**src/rtl/demux_packer_pkg.sv**
```systemverilog
// demux_packer_pkg: shared slot packing helper and FILL/FULL state encoding
package demux_packer_pkg;
  typedef enum logic {FILL = 1'b0, FULL = 1'b1} state_t;
  function automatic int slot_base(input int k, input int w);
    return k * w;
  endfunction
endpackage

```
**src/rtl/demux_slot.sv**
```systemverilog
// demux_slot: one packed-bus slot, a data register plus its written flag
module demux_slot #(
  parameter int W = 2
) (
  input  logic         clk,
  input  logic         rst_n,
  input  logic         we,
  input  logic         clr,
  input  logic [W-1:0] d,
  output logic [W-1:0] q,
  output logic         m
);
  // clear drops only the written flag so the data stays visible after consume
  always_ff @(posedge clk or negedge rst_n)
    if (!rst_n) begin
      q <= '0;
      m <= 1'b0;
    end else if (clr) begin
      m <= 1'b0;
    end else if (we) begin
      q <= d;
      m <= 1'b1;
    end
endmodule

```
**src/rtl/demux_packer.sv**
```systemverilog
// demux_packer: stores addressed items into a packed bus, presents it when every slot is written
module demux_packer
  import demux_packer_pkg::*;
#(
  parameter int D_SIZE  = 2,
  parameter int D_COUNT = 3,
  parameter int A_SIZE  = 2
) (
  input  logic                      clk,
  input  logic                      rst_n,
  input  logic [D_SIZE-1:0]         in_data,
  input  logic [A_SIZE-1:0]         in_addr,
  input  logic                      in_valid,
  output logic                      in_ready,
  input  logic                      flush,
  output logic [D_SIZE*D_COUNT-1:0] out_data,
  output logic                      out_valid,
  input  logic                      out_ready,
  output logic [A_SIZE:0]           fill_count,
  output logic                      addr_err
);
  state_t state, next_state;
  logic [D_COUNT-1:0] mask, we;
  logic acc, bad_addr, clr;
  assign out_valid = state == FULL;
  assign in_ready  = !out_valid;
  assign acc       = in_valid && in_ready && !flush;
  assign bad_addr  = int'(in_addr) >= D_COUNT;
  assign clr       = state == FILL ? flush : out_ready;
  for (genvar k = 0; k < D_COUNT; k++) begin : g_slot
    assign we[k] = acc && in_addr == A_SIZE'(k);
    demux_slot #(.W(D_SIZE)) u_slot (
      .clk   (clk),
      .rst_n (rst_n),
      .we    (we[k]),
      .clr   (clr),
      .d     (in_data),
      .q     (out_data[slot_base(k, D_SIZE) +: D_SIZE]),
      .m     (mask[k])
    );
  end
  // state register and the out-of-range pulse
  always_ff @(posedge clk or negedge rst_n)
    if (!rst_n) begin
      state    <= FILL;
      addr_err <= 1'b0;
    end else begin
      state    <= next_state;
      addr_err <= acc && bad_addr;
    end
  // go FULL once this accept completes the mask; only out_ready leaves FULL
  always_comb begin
    next_state = state;
    next_state = state == FILL ? ((acc && &(mask | we)) ? FULL : FILL)
                               : (out_ready ? FILL : FULL);
  end
  // popcount of the written flags, bounded by D_COUNT by construction
  always_comb begin
    fill_count = '0;
    for (int i = 0; i < D_COUNT; i++) fill_count += (A_SIZE+1)'(mask[i]);
  end
endmodule

```
**config.mk**
```make
export PLATFORM = sky130hd
export DESIGN_NAME = demux_packer
export DESIGN_NICKNAME = d
export VERILOG_FILES = /design/src/rtl/demux_packer_pkg.sv /design/src/rtl/demux_slot.sv /design/src/rtl/demux_packer.sv
export SDC_FILE = /design/constraint.sdc
export NUM_CORES = 1
export LEC_CHECK = 0
export BUFFER_PORTS_ARGS = -buffer_cell sky130_fd_sc_hd__buf_2
export CAP_MARGIN = 20
export CORE_AREA = 2 2 46 48
export DETAILED_ROUTE_END_ITERATION = 8
export DIE_AREA = 0 0 48 50
export PLACE_DENSITY = 0.54
export SYNTH_ARGS = -nofsm -noshare
export SYNTH_HDL_FRONTEND = slang
export SYNTH_SLANG_ARGS = --single-unit
```
**constraint.sdc**
```tcl
create_clock -name clk -period 3.3 [get_ports clk]
set_input_delay 0.165 -clock clk [delete_from_list [all_inputs] [get_ports clk]]
set_output_delay 0.165 -clock clk [all_outputs]
set_load 0.005 [all_outputs]
```
==> results.tsv <==
stage	metric	value	unit
synth	yosysSeqAreaShare	51.5	%
global_route	first_pass_grt_wire_length	1.77	mm
clocking	clock_sinks	11	
timing	max_slew_headroom_at_the_worst_pin	73.3	%
clocking	htreeDepth	1	
final_layout	final_net_count	77	
global_route	grt_overflow_total	0	
synth	yosys_register_bits	11	
floorplan	dieArea	2400	sq um
timing	setup_viol	0	
clocking	clkTransAtPathRegs	0.07	ns
timing	hold_viol	0	
critical_path	worstSetupEndpointType	output pin	
routing	wl	1.04	mm
clocking	cts_hold_buffers_added	1	
power_and_ir_drop	vdd_ir_drop_max	0.000147	V
clocking	cts-root-buf	sky130_fd_sc_hd__clkbuf_4	
final_layout	layout-drive-gt1-share	44.4	%
synth	average_cell_area_after_synthesis	14.1	sq um
clocking	cts_inserted_buffers	3	
power_and_ir_drop	power_per_cell_area	437	nW/um^2
global_route	first_global_vias	412	
timing	rsz0062_at_grt	false	
global_route	initial_antenna_violation_count	0	
floorplan	height_of_the_die	50	um
placed_design	post-place-ws	1.68	ns
global_route	grt_max_degree	12	
run	timing.max_cap.violations	0	
clocking	worstSkewPairLatency	0.26	ns
timing	timing.fmax	601	MHz
timing	worst_clock_skew	0.000530	ns
floorplan	floorplan.initialDensity	28.1	%
final_layout	insertedDiodeCount	0	
critical_path	required_time_of_the_critical_path	3.13	ns
clocking	clock_tree_from_tritoncts	yes	
clocking	postCtsSetupBuffers	0	
routing	drt-pass1-iter-count	2	
final_layout	finish.instance_area	704	sq um
synth	synth-main-ff-cell	sky130_fd_sc_hd__dfrtp_1	
timing	worst_pin_slew	0.400	ns
floorplan	floorplan.io_pins	21	
synth	proportion_of_register_bits_with_asynchronous_set_or_reset_after_synthesis	100	%
power_and_ir_drop	leakagePower	0.359	nW
clocking	cts-resized-gates	0	
min_path	worst_hold_path_type	in2reg	
placed_design	global_placement_routability_congestion	0.701	
timing	totalNegativeSetupSlack	0	ns
timing	fin_hold_ws	0.101	ns
routing	antenna_left	0	
placed_design	hpwlAfterDp	825	um
routing	num_vias	386	
synth	synth_area	534	sq um
synth	synth_edf_count	0	
critical_path	timing.critical_path.arrival	1.50	ns
synth	synthesis.nets	51	
floorplan	core_region_area	1900	sq um
run_status	run_status	finished clean	
final_layout	final.fill_count	200	
floorplan	floorplan.die.width	48	um
final_layout	areaGrowthSynthToFinish	31.9	%
floorplan	placementRows	16	
routing	detailedRoute.firstIterationViolations	1	
critical_path	critical_path_fanout_max	5	
timing	final_period_minus_worst_setup_slack	1.66	ns
placed_design	buffer_ports.inserted	20	
synth	synth-warning-count	0	
power_and_ir_drop	post-layout-total-power	308	uW
timing	timing.final.crit_share	50.4	%
placed_design	placement.cell_area	668	sq um
routing	wire_per_inst	11.6	um
routing	drc	0	
critical_path	critPathKind	reg2out	
synth	yosys.cell_types.count	19	
global_route	grtUsageTotal	10.8	%
timing	maxSlewViolCount	0	
critical_path	setup.worst_path.start_class	flip-flop	
timing	timing.final.ws_setup	1.64	ns
synth	synthCells	38	
routing	vias_per_cell	4.29	
clocking	ctsLongestPathBuffers	2	
layout make-up:
cell class                 count  area, sq um  area share, %
sequential                    11          275           39.1
clock buffer                   4         26.3           3.73
tap                           27         33.8           4.80
timing repair buffer          21          110           15.6
inverter                       1         3.75          0.533
multi-input combinational     26          255           36.2
metal layers:
layer	vias up	part of all wire (%)	GRT usage, %
li1	187	-	-
met3	2	4.3	4.40
met5	-	0	0
met1	184	41	11.3
met4	0	1.4	5.41
met2	13	53	17.8
sequential cells by signal, summed over array words and instances, names as in the netlist:
signal	flops
g_slot.u_slot.q	6
g_slot.u_slot.m	3
addr_err	1
out_valid	1
layout by cell type (no fill, tap or decap):
cell,count
sky130_fd_sc_hd__mux2_2,2
sky130_fd_sc_hd__o21a_1,2
sky130_fd_sc_hd__inv_1,1
sky130_fd_sc_hd__and3_1,1
sky130_fd_sc_hd__o21ai_0,1
sky130_fd_sc_hd__nor3b_4,1
sky130_fd_sc_hd__a2bb2oi_1,1
sky130_fd_sc_hd__nand2_1,1
sky130_fd_sc_hd__fa_1,1
sky130_fd_sc_hd__ha_1,3
sky130_fd_sc_hd__a21oi_1,1
sky130_fd_sc_hd__dfrtp_1,11
sky130_fd_sc_hd__nor2b_1,2
sky130_fd_sc_hd__mux2_1,4
sky130_fd_sc_hd__nor3b_1,1
sky130_fd_sc_hd__or3b_4,1
sky130_fd_sc_hd__dlygate4sd3_1,1
sky130_fd_sc_hd__o22ai_1,1
sky130_fd_sc_hd__mux2i_1,2
sky130_fd_sc_hd__clkbuf_4,3
sky130_fd_sc_hd__buf_2,20
sky130_fd_sc_hd__nor3_2,1
sky130_fd_sc_hd__clkbuf_1,1
stage by stage:
stage          utilization, %  std cells
6_report                 37.0         90
5_1_grt                  37.0         90
4_1_cts                  37.0         90
3_5_place_dp             35.1         85
3_3_place_gp             35.1         85
2_1_floorplan               -         38
cell usage after synthesis, types with 2 or more instances:
library cell / instances / area [sq um]
sky130_fd_sc_hd__mux2i_1: 2 / 20.0
sky130_fd_sc_hd__dfrtp_1: 11 / 275
sky130_fd_sc_hd__mux2_2: 2 / 22.5
sky130_fd_sc_hd__mux2_1: 4 / 45.0
sky130_fd_sc_hd__ha_1: 3 / 37.5
sky130_fd_sc_hd__o21a_1: 2 / 15.0
sky130_fd_sc_hd__nor2b_1: 2 / 12.5
final timing paths:
path                       slack (ns)             startpoint                     to  cells past startpoint
max in group asynchronous        2.78                  rst_n  g_slot[1].u_slot.q[1]                      2
setup reg to reg                 1.69              out_valid  g_slot[2].u_slot.q[1]                      3
min in group asynchronous        0.32                  rst_n               addr_err                      2
setup / recovery                 1.64     g_slot[0].u_slot.m          fill_count[2]                      4
hold / removal                   0.10              out_ready              out_valid                      2
hold reg to reg                  0.48  g_slot[2].u_slot.q[0]  g_slot[2].u_slot.q[0]                      1
critical path: stages (launching register included):
cell	delay [ns]
sky130_fd_sc_hd__dfrtp_1	0.45
sky130_fd_sc_hd__ha_1	0.32
sky130_fd_sc_hd__ha_1	0.18
sky130_fd_sc_hd__ha_1	0.17
sky130_fd_sc_hd__buf_2	0.12
logic make-up after synthesis:
family,synth area share (%)
muxes,16.4
adders and majority gates,10.8
DFF,51.5
AOI/OAI and AO/OA,7.49
and+or+nand+nor,13.1
buffers and inverters,0.702
power by group:
part           leakage, nW  total [mW]  internal, mW  switching, mW
sequential           0.141       0.162         0.153        0.00885
clock               0.0150      0.0891        0.0466         0.0424
combinational        0.203      0.0568        0.0322         0.0246
No activity file was read; power rests on OpenSTA's default activity.
